**src/rtl/nrs_pkg.sv**
```systemverilog
// Shared constants, tap masks and FSM state type for the NRS sequence chain
// (cinit stage and Gold generator).
package nrs_pkg;

  localparam int CINIT_W     = 31;
  localparam int NC_DEFAULT  = 1600;
  localparam int N_RB_MAX_DL = 110;

  // Feedback taps: bit k of the mask selects x(n+k) in the recursion for x(n+31).
  localparam logic [CINIT_W-1:0] X1_TAPS = 31'h0000_0009;
  localparam logic [CINIT_W-1:0] X2_TAPS = 31'h0000_000F;

  typedef enum logic [1:0] {
    ST_IDLE,
    ST_WARM,
    ST_SKIP,
    ST_OUT
  } gold_state_t;

  function automatic int max3(input int a, input int b, input int c);
    int m;
    m = (a > b) ? a : b;
    return (m > c) ? m : c;
  endfunction

endpackage

```
**src/rtl/lfsr31_adv.sv**
```systemverilog
// Combinational advance of the x1/x2 Gold register pair by STEPS positions.
module lfsr31_adv
  import nrs_pkg::*;
#(
  parameter int STEPS = 2
) (
  input  logic [CINIT_W-1:0] x1,
  input  logic [CINIT_W-1:0] x2,
  output logic [CINIT_W-1:0] x1_next,
  output logic [CINIT_W-1:0] x2_next
);

  // NOTE: blocking assignments here model a chain of single steps that must
  // see each previous step's result within the same evaluation.
  always_comb begin
    x1_next = x1;
    x2_next = x2;
    for (int s = 0; s < STEPS; s++) begin
      x1_next = {^(x1_next & X1_TAPS), x1_next[CINIT_W-1:1]};
      x2_next = {^(x2_next & X2_TAPS), x2_next[CINIT_W-1:1]};
    end
  end

endmodule

```
**src/rtl/nrs_gold_gen.sv**
```systemverilog
// Length-31 Gold sequence generator: warm-up, offset skip, then c(n) pairs.
// Optional build macro GOLD_FASTSKIP_EN: 4 steps per clock during warm-up.
module nrs_gold_gen
  import nrs_pkg::*;
#(
  parameter int NC         = NC_DEFAULT,
  parameter int SKIP_PAIRS = N_RB_MAX_DL - 1,
  parameter int PAIRS      = 2
) (
  input  logic               clk,
  input  logic               rst,
  input  logic               start,
  input  logic [CINIT_W-1:0] cinit,
  input  logic               c_ready,
  output logic [1:0]         c_pair,
  output logic               c_valid,
  output logic               busy,
  output logic               done
);

`ifdef GOLD_FASTSKIP_EN
  localparam int WARM_CYC = NC / 4;
`else
  localparam int WARM_CYC = NC / 2;
`endif
  localparam int CNT_W = $clog2(max3(WARM_CYC, SKIP_PAIRS, PAIRS)) + 1;

  typedef logic [CNT_W-1:0] cnt_t;
  localparam cnt_t WARM_LAST = cnt_t'(WARM_CYC - 1);
  localparam cnt_t SKIP_LAST = cnt_t'(SKIP_PAIRS - 1);
  localparam cnt_t PAIR_LAST = cnt_t'(PAIRS - 1);

  gold_state_t        state_q, state_d;
  logic [CINIT_W-1:0] x1_q, x2_q, x1_d, x2_d;
  logic [CINIT_W-1:0] x1_s2, x2_s2, x1_warm, x2_warm;
  cnt_t               cnt_q, cnt_d;
  logic [1:0]         c_pair_d;
  logic               c_valid_d, done_d;

  lfsr31_adv #(.STEPS(2)) u_adv2 (
    .x1(x1_q), .x2(x2_q), .x1_next(x1_s2), .x2_next(x2_s2)
  );

`ifdef GOLD_FASTSKIP_EN
  lfsr31_adv #(.STEPS(4)) u_adv4 (
    .x1(x1_q), .x2(x2_q), .x1_next(x1_warm), .x2_next(x2_warm)
  );
`else
  assign x1_warm = x1_s2;
  assign x2_warm = x2_s2;
`endif

  assign busy = (state_q != ST_IDLE);

  always_comb begin
    state_d   = state_q;
    x1_d      = x1_q;
    x2_d      = x2_q;
    cnt_d     = cnt_q;
    c_pair_d  = c_pair;
    c_valid_d = c_valid;
    done_d    = 1'b0;
    // A load strobe overrides everything, including a coincident final handshake.
    if (start) begin
      state_d   = ST_WARM;
      x1_d      = 31'd1;
      x2_d      = cinit;
      cnt_d     = '0;
      c_valid_d = 1'b0;
    end else begin
      case (state_q)
        ST_IDLE: ;
        ST_WARM: begin
          x1_d = x1_warm;
          x2_d = x2_warm;
          if (cnt_q == WARM_LAST) begin
            cnt_d   = '0;
            state_d = (SKIP_PAIRS == 0) ? ST_OUT : ST_SKIP;
          end else begin
            cnt_d = cnt_q + cnt_t'(1);
          end
        end
        ST_SKIP: begin
          x1_d = x1_s2;
          x2_d = x2_s2;
          if (cnt_q == SKIP_LAST) begin
            cnt_d   = '0;
            state_d = ST_OUT;
          end else begin
            cnt_d = cnt_q + cnt_t'(1);
          end
        end
        ST_OUT: begin
          // First OUT cycle registers the pair; later pairs load from the
          // post-handshake register contents so throughput is one per clock.
          if (!c_valid) begin
            c_pair_d  = {x1_q[1] ^ x2_q[1], x1_q[0] ^ x2_q[0]};
            c_valid_d = 1'b1;
          end else if (c_ready) begin
            x1_d = x1_s2;
            x2_d = x2_s2;
            if (cnt_q == PAIR_LAST) begin
              cnt_d     = '0;
              c_valid_d = 1'b0;
              done_d    = 1'b1;
              state_d   = ST_IDLE;
            end else begin
              cnt_d    = cnt_q + cnt_t'(1);
              c_pair_d = {x1_s2[1] ^ x2_s2[1], x1_s2[0] ^ x2_s2[0]};
            end
          end
        end
        default: state_d = ST_IDLE;
      endcase
    end
  end

  // NOTE: sequential state uses non-blocking assignments so every register
  // samples pre-edge values regardless of statement order.
  always_ff @(posedge clk or posedge rst) begin
    if (rst) begin
      state_q <= ST_IDLE;
      x1_q    <= 31'd1;
      x2_q    <= '0;
      cnt_q   <= '0;
      c_pair  <= '0;
      c_valid <= 1'b0;
      done    <= 1'b0;
    end else begin
      state_q <= state_d;
      x1_q    <= x1_d;
      x2_q    <= x2_d;
      cnt_q   <= cnt_d;
      c_pair  <= c_pair_d;
      c_valid <= c_valid_d;
      done    <= done_d;
    end
  end

endmodule

```
**config.mk**
```make
export PLATFORM = sky130hd
export DESIGN_NAME = nrs_gold_gen
export DESIGN_NICKNAME = d
export VERILOG_FILES = /design/src/rtl/nrs_pkg.sv /design/src/rtl/lfsr31_adv.sv /design/src/rtl/nrs_gold_gen.sv
export SDC_FILE = /design/constraint.sdc
export NUM_CORES = 1
export LEC_CHECK = 0
export CAP_MARGIN = 30
export CORE_ASPECT_RATIO = 0.8
export CORE_MARGIN = 2
export CORE_UTILIZATION = 30
export CTS_CLUSTER_DIAMETER = 60
export DETAILED_ROUTE_END_ITERATION = 7
export SETUP_SLACK_MARGIN = 0.05
export SYNTH_ARGS = -nofsm -noshare
export SYNTH_HDL_FRONTEND = slang
export SYNTH_SLANG_ARGS = --single-unit
```
**constraint.sdc**
```tcl
create_clock -name clk -period 6.9 [get_ports clk]
set_input_delay 2.07 -clock clk [delete_from_list [all_inputs] [get_ports clk]]
set_output_delay 2.07 -clock clk [all_outputs]
set_load 0.05 [all_outputs]
```
After elaboration in Yosys (flattened, before gate mapping)
Index checks and enable logic that the tools add are counted.
{"block": "totals", "register_bits": 79, "in_bits": 35, "output_inout_bits": 5, "wordCells": 74}
{"block": "classes", "addsub": 1, "n_eq_ne": 13, "muxes": 35, "bitwise_logic": 5, "n_reduce_logical": 13}
{"op": "$mux 31", "n": 6}
{"op": "$pmux 31 s2", "n": 2}
{"op": "$reduce_xor 31->1", "n": 4}
{"op": "$mux 11", "n": 6}
{"op": "$pmux 11 s3", "n": 1}
{"op": "$mux 2", "n": 9}
{"op": "$ne 3x3->1 const B", "n": 5}
{"op": "$add 11x1->11 const B", "n": 1}
{"op": "$eq 11x1->1 const B", "n": 1}
{"op": "$eq 11x10->1 const B", "n": 1}
{"op": "$eq 11x7->1 const B", "n": 1}
{"op": "$mux 1", "n": 10}
{"op": "$pmux 2 s3", "n": 1}
{"op": "$reduce_and 3->1", "n": 2}
{"op": "$reduce_and 6->1", "n": 1}
{"op": "$eq 2x2->1 const B", "n": 2}
{"op": "$ne 2x2->1 const B", "n": 2}
{"op": "$reduce_and 4->1", "n": 1}
{"op": "$reduce_bool 2->1", "n": 2}
{"op": "$reduce_bool 4->1", "n": 1}
{"op": "$xor 1x1->1", "n": 4}
{"op": "$reduce_bool 3->1", "n": 1}
{"op": "$eq 2x1->1 const B", "n": 1}
{"op": "$reduce_or 2->1", "n": 1}
{"op": "$not 1->1", "n": 1}

Depth between registers and ports, before layout
Gate-level depths: netlist (run 1).
{"block": "logic_depth", "ltp_word": 6, "depth_mapped": 8, "ltp_nobuf": 7}

Modules after synthesis
From an unflattened synthesis (run 1), not the netlist that was laid out.
{"block": "hier_totals", "cells_unflattened": 468, "hier_area_um2": 4395.5}
{"module": "nrs_gold_gen", "instances": 1, "cells_each": 403, "area_per_inst_um2": 3891.2, "seq_area_each_um2": 1978.1}
{"module": "lfsr31_adv", "instances": 1, "cells_each": 65, "area_per_inst_um2": 504.2, "seq_area_each_um2": 0.0}

Least setup slack after synthesis (run 1)
No wires, ideal clock.
{"block": "synth_timing", "path_kind": "in2reg", "startpoint": "input start", "endpoint": "register cnt_q[4]", "setup_ps": 82, "arrival_ps": 3144, "required_ps": 6818, "slack_ps": 3674, "cell_stages": 6, "n_path_buf": 2, "path_cell_list": "buf_4 nor2b_1 a21o_1 buf_2 or3_2 o22ai_1"}
{"block": "synth_via", "elab_chain_cells": 2, "word_cells_on_any_way": 5, "cone_classes": "2 x eq/ne; 1 x mux; 2 x reduce/logical"}
{"element": "start, declared", "line_no": "nrs_gold_gen.sv:12", "source": "input logic start,"}
{"element": "$ne 3x3->1 (no line) or $reduce_bool 4->1 (tied branches)"}
{"element": "$reduce_and 3->1 (no line)"}
{"element": "end signal, assigned", "line_no": "nrs_gold_gen.sv:133", "source": "cnt_q <= cnt_d;"}
{"element": "end, declared", "line_no": "nrs_gold_gen.sv:36", "source": "cnt_t cnt_q, cnt_d;"}
Several ways; a longest one is shown, not always the timed one.
A chain may end at the register's enable or synchronous reset.

Worst setup path in the final report (run 1)
{"block": "layout_timing", "startpoint": "register state_q[0]", "endpoint": "output busy"}
{"block": "layout_via", "elab_chain_cells": 1}
{"element": "start, declared", "line_no": "nrs_gold_gen.sv:33", "source": "gold_state_t state_q, state_d;"}
{"element": "start signal, assigned", "line_no": "nrs_gold_gen.sv:130", "source": "state_q <= state_d;"}
{"element": "$reduce_bool 2->1", "line_no": "nrs_gold_gen.sv:53", "source": "assign busy = (state_q != ST_IDLE);"}
{"element": "end, declared", "line_no": "nrs_gold_gen.sv:17", "source": "output logic busy,"}
Every way passes these cells.

==> results.cfg, run 1 <==
[clock_tree]
post_cts_hold_buffer_count = 0
post_cts_buffers = 0
cts_tree = yes
cts_buffers = 9
clock_latency_ns = 0.34
cts.htree.levels = 3
clock_tree.root_cell = sky130_fd_sc_hd__clkbuf_16
cts-root-to-sink-buffers = 2
ctsResizeCount = 0
clk_transition_reported_paths_ns = 0.06
numClockSinks = 79

[placed_design]
post_placement_cell_count = 604
hpwl_um = 5220
detailed_place.area_um2 = 4390
pre_cts_ws_ns = 2.61
gp_congestion = 0.837
port_buffers = 39

[floorplan]
placementRows = 37
initial_utilization_pct = 30.4
num_io_pins = 40
core-area_um2 = 12700
die_width_um = 131
design.die.area_um2 = 13800
die_height_um = 106

[cells_and_area]
diodes_inserted = 0
area_delta_synth_final_pct = 21.9
nets = 482
post_layout_util_pct = 37.0
final_cell_count_no_fill = 620
multi_input_comb_area_um2 = 1730
register_area_um2 = 1980
final_area_um2 = 4710
fillerInstances = 1264
drive_gt1_share_pct = 7.87

[worst_setup_path]
critical-path-top-delay-family = buffers and inverters
worstSetupEndpointType = output port
crit_chain = inv_1 -> ha_1 -> inv_1 -> clkdlybuf4s50_1
cp_slowest_cell = sky130_fd_sc_hd__clkdlybuf4s50_1
critPathKind = flop to output port
critical-path-top-cell-by-count = sky130_fd_sc_hd__inv_1
reg2reg_depth = 6
cp_max_fo = 4
cp-start-kind = flop
cp_num_buf_inv = 3
critical_path_depth = 4
reg2reg_setup_slack_ns = 4.37
cp.arrival_ns = 1.91
timing.critical_path.slowest_cell_delay_ns = 0.79
worst_flop_to_flop_path_endpoint = x2_q[5]
crit_end = busy
critical_path.reg2reg.startpoint = state_q[0]
required_ns = 4.83
worst_setup_path_startpoint = state_q[0]

[routing]
routed_wire_length_per_instance_um = 12.8
drt_iter0_markers = 229
detail-route-antenna-nets = 0
number_of_remaining_drc_errors = 0
route.vias.total = 2946
mean_number_of_vias_per_cell = 4.75
dr.pass1.iters = 4
detail_route.wirelength_um = 7910

[synthesis]
synthArstFlopShare_pct = 100
postSynthRegisterBits = 79
number_of_flops_mapped_to_enable_cells_by_yosys = 0
ys_seq_area_share_pct = 51.2
synth_cell_types = 45
yosysWarningCount = 0
synthDominantAreaCellType = sky130_fd_sc_hd__dfrtp_1
syn_area_per_cell_um2 = 9.38
syn-num-nets = 454
synth_ff_type = sky130_fd_sc_hd__dfrtp_1
library_cell_with_the_highest_instance_count_after_synthesis = sky130_fd_sc_hd__nand2_1
netlist_instances = 412
synth_top_area_share_pct = 50.5
ys_top_cells_by_area = sky130_fd_sc_hd__dfrtp_1, sky130_fd_sc_hd__nand2_1, sky130_fd_sc_hd__mux2i_1
syn-cell-area_um2 = 3860
synth.top_cells.by_count = sky130_fd_sc_hd__nand2_1, sky130_fd_sc_hd__dfrtp_1, sky130_fd_sc_hd__o21ai_0, sky130_fd_sc_hd__a21oi_1, sky130_fd_sc_hd__mux2i_1

[worst_hold_path]
min_path_type = flop to flop

[power]
finalPower_mw = 1.91
vdd.ir_drop.worst_mv = 0.198
comb_power_share_pct = 39.6
sw_frac_of_total_pct = 37.7
p_seq_share_pct = 33.6
power.clock.fraction_pct = 26.7
powerDensity_nw_per_um2 = 406
total_leakage_power_nw = 1.99
switching_power_uw = 721
power.internal_mw = 1.19

[global_route]
via_count_of_the_first_global_routing_pass = 2970
grt_pass1_wl_um = 13800
grt_max_degree = 94
grt_antenna_before_repair = 0
groute.usage.overall_pct = 12.4
grt_remaining_overflow = 0

[timing]
timing_max_transition_violations_final = 0
tightestPinTransition_ns = 0.801
fin_ws_ns = 2.92
finalSetupViolCount = 0
slew_margin_rel_pct = 46.6
min_period_ns = 3.98
rsz_0062_raised_after_global_routing = false
setup-tns-final_ns = 0
hold_viol = 0
finalClockSkew_ns = 0.00769
max_freq_mhz = 251
final.period_utilization_pct = 57.7
timing.hold.ws_ns = 0.517

[run]
max_cap_violations = 0

[run_status]
result_of_the_run = completed
==> tightest hold or removal path, delay by kind of cell, from the launching register on <==
| family | cells | cell delay, ns |
|---|---|---|
| simple gates | 1 | 0.06 |
| flops | 1 | 0.37 |
| compound gates | 1 | 0.05 |
==> cell usage in the layout (no fill, tap or decap), drive strengths merged, types with 2 or more instances in the layout <==
master and instances:
clkbuf 10, buf 5, a21oi 32, xor2 3, nor2 8, inv 15, o21ai 42, bufinv 2
nand3 9, clkdlybuf4s50 38, o22ai 5, ha 7, a211oi 2, a311oi 2, clkinvlp 2, o2bb2ai 4
nand4 5, or3 3, dfrtp 78, xnor2 7, a31oi 4, mux2i 31, nor4 2, nand2b 5
a21boi 2, nand2 100, nor3 5, mux2 2
==> layout make-up <==
cell class,count,area share (%)
clock buffers,10,4.86
multi-input cells,294,36.7
flip-flops and latches,79,42.0
inverters,13,1.04
well taps,175,4.65
clock inverters,6,1.97
repair buffers,43,8.82
==> worst min path at each step <==
stage,startpoint,endpoint,slack [ns],cells after the start
detailed placement,x1_q[8],x1_q[6],0.51,2
finish,x1_q[11],x1_q[11],0.52,2
floorplan,x1_q[0],x1_q[0],0.48,2
global route,x1_q[10],x1_q[10],0.54,2
global placement,x1_q[0],x1_q[0],0.50,2
CTS,x1_q[10],x1_q[10],0.52,2
==> power groups by stage <==
stage	combinational, mW	sequential [mW]	clock, mW
2_1_floorplan	0.587	0.650	0
6_report	0.757	0.642	0.511
5_1_grt	0.839	0.656	0.541
4_1_cts	0.765	0.644	0.520
3_5_place_dp	0.761	0.651	0
3_3_place_gp	0.752	0.648	0
==> sequential cells by signal (all words and copies together), names as in the netlist <==
register	flops
c_valid	1
state_q	2
x1_q	31
cnt_q	11
x2_q	31
done	1
c_pair	2
==> layer usage <==
metal | GRT usage (%) | up-vias | wire length [µm]
met5 | 0 | - | 0
met4 | 4.79 | 0 | 126
met3 | 2.59 | 11 | 268
met1 | 17.6 | 1402 | 3990
li1 | - | 1477 | -
met2 | 18.5 | 56 | 3520
==> kinds of logic after synthesis <==
| family | Yosys count | synth area share, % |
|---|---|---|
| AND/OR/NAND/NOR | 143 | 16.3 |
| flip-flops | 79 | 51.2 |
| AO/OA/AOI/OAI | 101 | 15.2 |
| buffers and inverters | 39 | 4.27 |
| XOR/XNOR | 10 | 2.27 |
| adder cells (fa/ha/maj) | 7 | 2.27 |
| multiplexers | 33 | 8.61 |
No activity file was read; power rests on OpenSTA's default activity.
==> run 2: changes to the inputs <==
==> constraint.sdc (replaced) <==
create_clock -name clk -period 3.5 [get_ports clk]
set_input_delay 1.05 -clock clk [delete_from_list [all_inputs] [get_ports clk]]
set_output_delay 1.05 -clock clk [all_outputs]
set_load 0.05 [all_outputs]
==> run 2 against run 1 <==
  * Critical endpoint unchanged
  * Hold slack got worse by 0.0030 ns
  * Global-route usage increased by 0.42 points
  * Critical path depth unchanged
  * Sequential share of layout area decreased by 0.27 points
==> results.cfg, run 2 (synthesis gave the netlist of run 1 again) <==
[clock_tree]
post_cts_hold_buffer_count = 0
numClockSinks = 79
cts_tree = yes
clk_transition_reported_paths_ns = 0.06
cts.htree.levels = 3
ctsResizeCount = 0
post_cts_buffers = 0
clock_latency_ns = 0.34
cts_buffers = 9
clock_tree.root_cell = sky130_fd_sc_hd__clkbuf_16
cts-root-to-sink-buffers = 2

[power]
powerDensity_nw_per_um2 = 800
power.internal_mw = 2.38
power.clock.fraction_pct = 24.3
sw_frac_of_total_pct = 37.2
vdd.ir_drop.worst_mv = 0.310
finalPower_mw = 3.79
total_leakage_power_nw = 2.02
switching_power_mw = 1.41
p_seq_share_pct = 33.4
comb_power_share_pct = 42.3

[cells_and_area]
multi_input_comb_area_um2 = 1730
area_delta_synth_final_pct = 22.6
layout_common_cells = sky130_fd_sc_hd__nand2_1, sky130_fd_sc_hd__dfrtp_1, sky130_fd_sc_hd__o21ai_0
post_layout_util_pct = 37.2
register_area_um2 = 1980
layout_top_registers = x1_q: 31 flops, x2_q: 31 flops, cnt_q: 11 flops
drive_gt1_share_pct = 8.26
fillerInstances = 1266
diodes_inserted = 0
nets = 485
final_common_cell = sky130_fd_sc_hd__nand2_1

[routing]
number_of_remaining_drc_errors = 0
drt_iter0_markers = 264
detail_route.wirelength_um = 8120
route.vias.total = 2963
routed_wire_length_per_instance_um = 13.0
dr.pass1.iters = 4
mean_number_of_vias_per_cell = 4.76
detail-route-antenna-nets = 0

[worst_setup_path]
timing.critical_path.slowest_cell_delay_ns = 0.81
reg2reg_depth = 5
crit_end = busy
critical_path.reg2reg.startpoint = state_q[0]
cp.arrival_ns = 1.90
cp_max_fo = 4
reg2reg_setup_slack_ns = 1.16
critical-path-top-delay-family = buffers and inverters
critical-path-top-cell-by-count = sky130_fd_sc_hd__inv_1
worst_setup_path_startpoint = state_q[0]
critical_path_depth = 4
cp-start-kind = flop
worstSetupEndpointType = output port
crit_chain = inv_1 -> ha_1 -> inv_1 -> clkdlybuf4s50_1
worst_flop_to_flop_path_endpoint = cnt_q[5]
cp_slowest_cell = sky130_fd_sc_hd__clkdlybuf4s50_1
cp_num_buf_inv = 3
critPathKind = flop to output port
required_ns = 2.45

[timing]
slew_margin_rel_pct = 46.4
hold_viol = 0
final.period_utilization_pct = 84.4
min_period_ns = 2.95
finalClockSkew_ns = 0.00313
finalSetupViolCount = 0
tightestPinTransition_ns = 0.805
max_freq_mhz = 339
setup-tns-final_ns = 0
timing_max_transition_violations_final = 0
rsz_0062_raised_after_global_routing = false

[floorplan]
die_height_um = 106
placementRows = 37
design.die.area_um2 = 13800
die_width_um = 131
initial_utilization_pct = 30.4
core-area_um2 = 12700
num_io_pins = 40

[placed_design]
port_buffers = 39
gp_congestion = 0.785
hpwl_um = 5430

[global_route]
via_count_of_the_first_global_routing_pass = 2849
grt_pass1_wl_um = 14000
grt_remaining_overflow = 0
groute.usage.overall_pct = 12.8
grt_antenna_before_repair = 0
grt_max_degree = 93

[worst_hold_path]
min_path_type = flop to flop

[run]
max_cap_violations = 0

[run_status]
result_of_the_run = completed
## run 2: worst min-delay path by stage
stage	start	endpoint	cells after the start
3_3_place_gp	x1_q[0]	x1_q[0]	2
5_1_grt	x1_q[19]	x1_q[19]	2
6_report	x1_q[0]	x1_q[0]	2
3_5_place_dp	c_pair[0]	c_pair[0]	1
4_1_cts	x1_q[0]	x1_q[0]	2
2_1_floorplan	x1_q[0]	x1_q[0]	2
## run 2: routing by layer
metal | GRT usage [%] | vias to the layer above | share of wire [%]
li1 | - | 1482 | -
met1 | 18.3 | 1421 | 49
met2 | 18.5 | 50 | 44
met3 | 4.31 | 10 | 4.8
met4 | 3.88 | 0 | 1.3
met5 | 0 | - | 0
## run 2: final cells by class
type                            instances  share of cell area, %
Timing Repair Buffer                   46                   10.0
Inverter                               13                   1.03
Clock inverter                          4                  0.950
Clock buffer                           12                   5.20
Tap cell                              175                   4.62
Multi-Input combinational cell        294                   36.4
Sequential cell                        79                   41.7
## run 2: per-stage QoR
stage                     hold WS (ns)  setup slack (ns)  instance area (µm²)  instances
after floorplan                  0.485             0.428                 3860        412
after global placement           0.498             0.670                 4450        607
after detailed placement         0.511             0.615                 4450        607
after CTS                        0.521             0.519                 4740        623
after global routing             0.533             0.456                 4740        623
final                            0.514             0.547                 4740        623
## run 2: worst reg2reg max path, cell delays in order (launching register included)
cell	delay [ns]
sky130_fd_sc_hd__dfrtp_1	0.40
sky130_fd_sc_hd__ha_1	0.40
sky130_fd_sc_hd__a21bo_2	0.29
sky130_fd_sc_hd__a31oi_1	0.47
sky130_fd_sc_hd__nand3_1	0.42
sky130_fd_sc_hd__o22ai_1	0.27
## run 2: power groups by stage
stage	registers, mW	logic (mW)	clock network [mW]
2_1_floorplan	1.28	1.16	0
3_3_place_gp	1.28	1.60	0
3_5_place_dp	1.28	1.62	0
4_1_cts	1.27	1.62	0.956
5_1_grt	1.30	1.77	0.991
6_report	1.27	1.60	0.920
